[src/rtl/mii_gmii_pkg.sv]
// mii_gmii_pkg: shared state type and preamble/SFD symbol constants for the MII/GMII receive path.
package mii_gmii_pkg;
  typedef enum logic [2:0] {IDLE, PREAMBLE, DATA, END, DISCARD} rx_state_t;
  localparam logic [7:0] PREAMBLE_BYTE = 8'h55;
  localparam logic [7:0] SFD_BYTE      = 8'hD5;
  localparam logic [3:0] PRE_NIBBLE    = 4'h5;
  localparam logic [3:0] SFD_NIBBLE    = 4'hD;
endpackage

[src/rtl/mii_gmii_rx_ctrl_asm.sv]
// mii_nibble_assembler: pairs MII nibbles (low first) into bytes; odd_o flags a dangling low nibble.
module mii_nibble_assembler (
  input  logic       rx_clk_i,
  input  logic       reset_i,
  input  logic [3:0] nibble_i,
  input  logic       strobe_i,
  input  logic       clr_i,
  output logic [7:0] byte_o,
  output logic       byte_valid_o,
  output logic       odd_o
);
  logic [3:0] low_q;
  logic       phase_q;
  always_ff @(posedge rx_clk_i) begin
    if (reset_i || clr_i) begin
      low_q   <= '0;
      phase_q <= 1'b0;
    end else if (strobe_i) begin
      phase_q <= ~phase_q;
      if (!phase_q) low_q <= nibble_i;
    end
  end
  assign byte_o       = {nibble_i, low_q};
  assign byte_valid_o = strobe_i & phase_q;
  assign odd_o        = phase_q;
endmodule

[src/rtl/mii_gmii_rx_ctrl.sv]
// mii_gmii_rx_ctrl: strips preamble/SFD, emits qualified frame bytes with sof/eof/len/err.
// Define MII_GMII_RX_STATS_EN to add saturating ok/err/drop frame counters.
module mii_gmii_rx_ctrl
  import mii_gmii_pkg::*;
#(
  parameter int MAX_LEN = 1518,
  parameter int MIN_LEN = 64,
  parameter int MAX_PRE = 15,
  parameter int LEN_W   = $clog2(MAX_LEN + 2)
) (
  input  logic             rx_clk_i,
  input  logic             reset_i,
  input  logic             gmii_mode_i,
  input  logic             rx_dv_i,
  input  logic [7:0]       rxd_i,
  input  logic             rx_er_i,
  input  logic             col_rx_i,
  output logic [7:0]       data_o,
  output logic             valid_o,
  output logic             sof_o,
  output logic             eof_o,
  output logic             err_o,
  output logic [LEN_W-1:0] len_o,
  output logic             busy_o
`ifdef MII_GMII_RX_STATS_EN
  ,
  output logic [31:0]      frames_ok_o,
  output logic [31:0]      frames_err_o,
  output logic [31:0]      frames_drop_o
`endif
);
  localparam int PW = $clog2(2 * MAX_PRE + 2);
  localparam logic [PW-1:0]    PRE_LIM_G = PW'(MAX_PRE);
  localparam logic [PW-1:0]    PRE_LIM_M = PW'(2 * MAX_PRE);
  localparam logic [LEN_W-1:0] LEN_MAX   = LEN_W'(MAX_LEN);
  localparam logic [LEN_W-1:0] LEN_MIN   = LEN_W'(MIN_LEN);
  localparam logic [LEN_W-1:0] LEN_SAT   = LEN_W'(MAX_LEN + 1);

  rx_state_t        state_q, state_d;
  logic             mode_q, mode_d;
  logic [PW-1:0]    pre_q, pre_d, pre_inc;
  logic [LEN_W-1:0] cnt_q, cnt_d, cnt_inc;
  logic             err_q, err_d;
  logic [7:0]       data_q, data_d;
  logic             valid_q, valid_d, sof_q, sof_d;
  logic             gmii, pre_sym, sfd_sym, byte_ok;
  logic [7:0]       byte_in, asm_byte;
  logic             asm_valid, asm_odd;

  mii_nibble_assembler u_asm (
    .rx_clk_i     (rx_clk_i),
    .reset_i      (reset_i),
    .nibble_i     (rxd_i[3:0]),
    .strobe_i     (state_q == DATA && rx_dv_i && !mode_q),
    .clr_i        (state_q != DATA),
    .byte_o       (asm_byte),
    .byte_valid_o (asm_valid),
    .odd_o        (asm_odd)
  );

  // In IDLE the first symbol is judged with the live mode pin; afterwards the latched mode rules.
  assign gmii    = (state_q == IDLE) ? gmii_mode_i : mode_q;
  assign pre_sym = gmii ? (rxd_i == PREAMBLE_BYTE) : (rxd_i[3:0] == PRE_NIBBLE);
  assign sfd_sym = gmii ? (rxd_i == SFD_BYTE) : (rxd_i[3:0] == SFD_NIBBLE && state_q == PREAMBLE);
  assign pre_inc = pre_q + 1'b1;
  assign cnt_inc = (cnt_q == LEN_SAT) ? cnt_q : cnt_q + 1'b1;
  assign byte_ok = rx_dv_i && (gmii || asm_valid);
  assign byte_in = gmii ? rxd_i : asm_byte;

  always_comb begin
    state_d = state_q;
    mode_d  = mode_q;
    pre_d   = pre_q;
    cnt_d   = cnt_q;
    err_d   = err_q;
    data_d  = data_q;
    valid_d = 1'b0;
    sof_d   = 1'b0;
    case (state_q)
      IDLE, PREAMBLE: begin
        if (state_q == IDLE) mode_d = gmii_mode_i;
        if (!rx_dv_i) state_d = IDLE;
        else if (sfd_sym) begin
          state_d = DATA;
          cnt_d   = '0;
          err_d   = 1'b0;
        end else if (!pre_sym || pre_inc > (gmii ? PRE_LIM_G : PRE_LIM_M)) state_d = DISCARD;
        else begin
          state_d = PREAMBLE;
          pre_d   = pre_inc;
        end
      end
      DATA: begin
        if (!rx_dv_i) state_d = END;
        err_d = err_q | col_rx_i | (rx_er_i & rx_dv_i);
        if (byte_ok) begin
          cnt_d = cnt_inc;
          if (cnt_q < LEN_MAX) begin
            valid_d = 1'b1;
            data_d  = byte_in;
            sof_d   = (cnt_q == '0);
          end else err_d = 1'b1;
        end
      end
      END:     state_d = IDLE;
      DISCARD: state_d = rx_dv_i ? DISCARD : IDLE;
      default: state_d = IDLE;
    endcase
    if (state_d != PREAMBLE) pre_d = '0;
  end

  always_ff @(posedge rx_clk_i) begin
    if (reset_i) begin
      state_q <= IDLE;
      mode_q  <= 1'b0;
      pre_q   <= '0;
      cnt_q   <= '0;
      err_q   <= 1'b0;
      data_q  <= '0;
      valid_q <= 1'b0;
      sof_q   <= 1'b0;
    end else begin
      state_q <= state_d;
      mode_q  <= mode_d;
      pre_q   <= pre_d;
      cnt_q   <= cnt_d;
      err_q   <= err_d;
      data_q  <= data_d;
      valid_q <= valid_d;
      sof_q   <= sof_d;
    end
  end

  assign data_o  = data_q;
  assign valid_o = valid_q;
  assign sof_o   = sof_q;
  assign eof_o   = (state_q == END);
  assign len_o   = eof_o ? cnt_q : '0;
  // asm_odd still holds the DATA-time phase during END, exposing a dribble nibble.
  assign err_o   = eof_o & (err_q | (cnt_q > LEN_MAX) | (cnt_q < LEN_MIN) | asm_odd);
  assign busy_o  = (state_q != IDLE);

`ifdef MII_GMII_RX_STATS_EN
  logic [31:0] ok_q, bad_q, drop_q;
  always_ff @(posedge rx_clk_i) begin
    if (reset_i) begin
      ok_q   <= '0;
      bad_q  <= '0;
      drop_q <= '0;
    end else begin
      if (eof_o && !err_o && ~&ok_q) ok_q <= ok_q + 32'd1;
      if (eof_o && err_o && ~&bad_q) bad_q <= bad_q + 32'd1;
      if (state_d == DISCARD && state_q != DISCARD && ~&drop_q) drop_q <= drop_q + 32'd1;
    end
  end
  assign frames_ok_o   = ok_q;
  assign frames_err_o  = bad_q;
  assign frames_drop_o = drop_q;
`endif
endmodule

[config.mk]
export PLATFORM = sky130hd
export DESIGN_NAME = mii_gmii_rx_ctrl
export DESIGN_NICKNAME = d
export VERILOG_FILES = /design/src/rtl/mii_gmii_pkg.sv /design/src/rtl/mii_gmii_rx_ctrl_asm.sv /design/src/rtl/mii_gmii_rx_ctrl.sv
export SDC_FILE = /design/constraint.sdc
export NUM_CORES = 1
export LEC_CHECK = 0
export CAP_MARGIN = 30
export CORE_ASPECT_RATIO = 0.8
export CORE_MARGIN = 2
export CORE_UTILIZATION = 47
export DETAILED_ROUTE_END_ITERATION = 8
export HOLD_SLACK_MARGIN = 0.12
export PLACE_DENSITY = 0.75
export SYNTH_ARGS = -nofsm -noshare
export SYNTH_HDL_FRONTEND = slang
export SYNTH_SLANG_ARGS = --single-unit
export TNS_END_PERCENT = 50
[constraint.sdc]
create_clock -name rx_clk_i -period 2.6 [get_ports rx_clk_i]
set_input_delay 0.26 -clock rx_clk_i [delete_from_list [all_inputs] [get_ports rx_clk_i]]
set_output_delay 0.26 -clock rx_clk_i [all_outputs]
set_load 0.02 [all_outputs]
==> impl_metrics.ini <==
[min_path]
hold_class = reg2reg
hold_start = data_o[6]
min_path_cells = 2
hold_end = data_o[6]

[worst_setup_path]
cp_data_arrival_time_ns = 2.25
rr_worst_depth = 9
crit_path_max_incr_delay_ns = 0.61
startpoint_type = register
r2r_end = pre_q[3]
crit_path_cell_trace = nand4_1 > o21bai_2 > nand2_1 > a41oi_1 > o41a_1 > clkdlybuf4s50_1
reg2reg_from = state_q[1]
path_class = reg2out
reg2reg_setup_slack_ns = 0.18
end_kind = output port
required_ns = 2.34
cpMaxStageDelayCell = clkdlybuf4s50_1
worstPathMaxFanout = 7

[synthesis]
synthMuxAreaShare_pct = 8.47
synthSimpleGateAreaFrac_pct = 28.8
ys.flop_type = dfxtp_1
syn-num-nets = 263
synth_top_area_share_pct = 33.9
synth_area_per_cell_um2 = 8.76
synthXorXnorAreaFrac_pct = 1.23
synth.distinct_cells = 59
synth-seq-cells = 36
async_flop_share_pct = 0
synth_top_family_by_area = simple AND/OR/NAND/NOR gates
seq_area_frac_synth_pct = 33.9
netlist_area_um2 = 2130
synthAdderAreaFrac_pct = 3.53
synth_edf_count = 0
synthTopCellsByArea = dfxtp_1 (34%), mux2i_1 (8.5%), nor2_1 (5.1%)
synth_compound_area_share_pct = 19.6
syn_inst = 243
ys.warnings.count = 0
synth_top_area_cell = dfxtp_1

[floorplanning]
start_util_pct = 50.0
die-width_um = 79.2
die_area_um2 = 5090
rows = 21
die_h_um = 64.2
io_pins = 38
core-area_um2 = 4260

[power_and_ir_drop]
p_comb_share_pct = 19.7
vdd_ir_drop_max_mv = 0.324
clkPwrFrac_pct = 36.4
p_switching_uw = 360
p_per_area_nw_per_um2 = 476
power_leakage_uw = 0.00107
seq_power_share_pct = 43.9
p_int_uw = 971
swShare_pct = 27.0

[placement]
dp_hpwl_mm = 3.96
io_buffers = 37
dp_slack_ns = -0.0938
gp_congestion = 0.837

[clock_network]
hold_buffers = 0
cts_buffers = 5
clockRootBuffer = clkbuf_8
clock_path_buffers = 2
cts.clk_slew.worst_paths_ns = 0.07
clkLatencyLatePin_ns = 0.29
h-tree-depth = 2
cts.sinks = 36
cts_tree = yes

[timing]
finalCriticalPeriod_ns = 2.51
drv_slew = 0
fin_worst_hold_slack_ns = 0.498
fmax_mhz = 399
fin_crit_sh_pct = 96.4
setup_ws_ns = 0.0927
relSlewSlack_pct = 45.2
skew_ns = 0.0103
worst_slew_pin_slew_ns = 0.810
finalSetupTns_ns = 0
setup_viol = 0
hold_violations = 0

[status]
outcome = complete, no violations

[final_layout]
fillers = 377
area_delta_synth_final_pct = 31.5
layout-drive-gt1-share_pct = 16.1
final_util_pct = 65.7
diodes = 0
nets = 318

[run]
maxCapViolCount = 0

[drt]
final_antenna_net_count = 0
drt_wl_total_mm = 5.27
dr.pass1.iters = 4
route.vias.total = 2006
viasPerCell = 5.63
drtIter0Drc = 141
remaining_drc_errors = 0
wire_per_inst_um = 14.8

[global_routing]
grt_use_total_pct = 21.8
grt_overflow_total = 0
grt_max_degree = 17
grt_pass1_wl_mm = 8.63
grt_pass1_vias = 1787
antenna_found_initial = 0
[area by class of cell]
cell class	instances	area, um2	share of cell area (%)
Clock buffer	6	72.6	2.59
Timing Repair Buffer	59	536	19.1
Multi-Input combinational cell	189	1330	47.7
Tap cell	57	71.3	2.55
Clock inverter	2	35.0	1.25
Sequential cell	36	723	25.8
Inverter	7	26.3	0.939
[kinds of logic (layout without fill, tap and decap cells)]
group	count (synthesis)	after routing
AO/OA/AOI/OAI	49	49
adder cells (fa/ha/maj)	6	6
buffers and inverters	18	74
AND/OR/NAND/NOR	113	113
flip-flops	36	36
multiplexers	18	18
XOR/XNOR	3	3
[registers in the layout, summed over array words and instances (netlist names)]
register	count
cnt_q	11
data_o	8
err_q	1
mode_q	1
pre_q	5
sof_o	1
state_q	3
u_asm.low_q	4
u_asm.odd_o	1
valid_o	1
[per-layer routing]
layer	vias to the layer above	global-route usage, %	part of all wire [%]
li1	1013	-	-
met5	-	0	0
met2	62	29.7	41
met1	924	32.5	51
met3	7	5.51	6.4
met4	0	8.41	1.5
[placed cells by master, fill, tap and decap left out, types with 2 or more instances in the layout]
master	synthesis	routed
clkdlybuf4s50_1	0	37
dfxtp_1	36	34
nor2_1	29	29
buf_4	1	22
mux2i_1	18	18
nand2_1	15	15
nand3_1	11	11
a211oi_1	10	10
and2_1	9	9
nand2b_1	8	8
inv_1	7	7
a21oi_1	7	7
nor3_1	7	6
ha_1	6	6
nand4_1	5	5
nor4_1	5	5
clkbuf_8	0	5
and3_1	4	4
nand3b_1	3	3
o21a_1	3	3
xnor2_1	2	2
or4_1	2	2
and3b_1	2	2
o21ai_0	2	2
nor2b_1	2	2
nand4b_1	2	2
a2111oi_4	2	2
o221a_2	2	2
and4_1	2	2
o31ai_1	3	2
dfxtp_2	0	2
[power by group through the flow]
| stage | logic (uW) | clock network (uW) | registers [uW] |
|---|---|---|---|
| 2_1_floorplan | 155 | 0 | 594 |
| 3_3_place_gp | 255 | 0 | 593 |
| 3_5_place_dp | 257 | 0 | 594 |
| 4_1_cts | 259 | 492 | 581 |
| 5_1_grt | 283 | 525 | 585 |
| 6_report | 262 | 485 | 584 |
[critical path, delay by kind of cell (launching register included)]
family / cells / cell delay [ns]
AOI/OAI and AO/OA: 3 / 0.61
buffers and inverters: 1 / 0.61
DFF: 1 / 0.41
and+or+nand+nor: 2 / 0.33
[timing repair]
item,CTS,global route
buffers inserted,0,2
resized for setup,1,4
pin swaps,0,5
endpoints found under the setup margin,1,6
[metrics by stage]
| step | cells | instance area, um2 | power (uW) |
|---|---|---|---|
| 2_1_floorplan | 243 | 2130 | 749 |
| 3_3_place_gp | 346 | 2660 | 848 |
| 3_5_place_dp | 346 | 2660 | 850 |
| 4_1_cts | 354 | 2770 | 1330 |
| 5_1_grt | 356 | 2800 | 1390 |
| 6_report | 356 | 2800 | 1330 |
[how the worst max path moves through the flow]
stage	start	end	cells past startpoint	slack (ns)
after global placement	gmii_mode_i	pre_q[3]	10	-0.04
after CTS	cnt_q[7]	err_o	5	0.003
after floorplan	state_q[0]	pre_q[3]	11	0.06
final	cnt_q[7]	err_o	6	0.09
after global routing	cnt_q[7]	err_o	6	-0.02
after detailed placement	gmii_mode_i	pre_q[2]	11	-0.09
[synth_stat cells (all sizes together), types with 3 or more instances]
cell / n
a21oi: 7
and2: 10
and3b: 3
clkbuf: 5
nor2: 29
nand3b: 3
nor4: 5
dfxtp: 36
o31ai: 3
nor3: 7
a211oi: 10
inv: 7
and3: 4
buf: 6
o21a: 3
o21ai: 4
nand3: 11
nand2b: 8
nand2: 15
ha: 6
nand4: 5
mux2i: 18
Power figures use the tool's default switching activity.
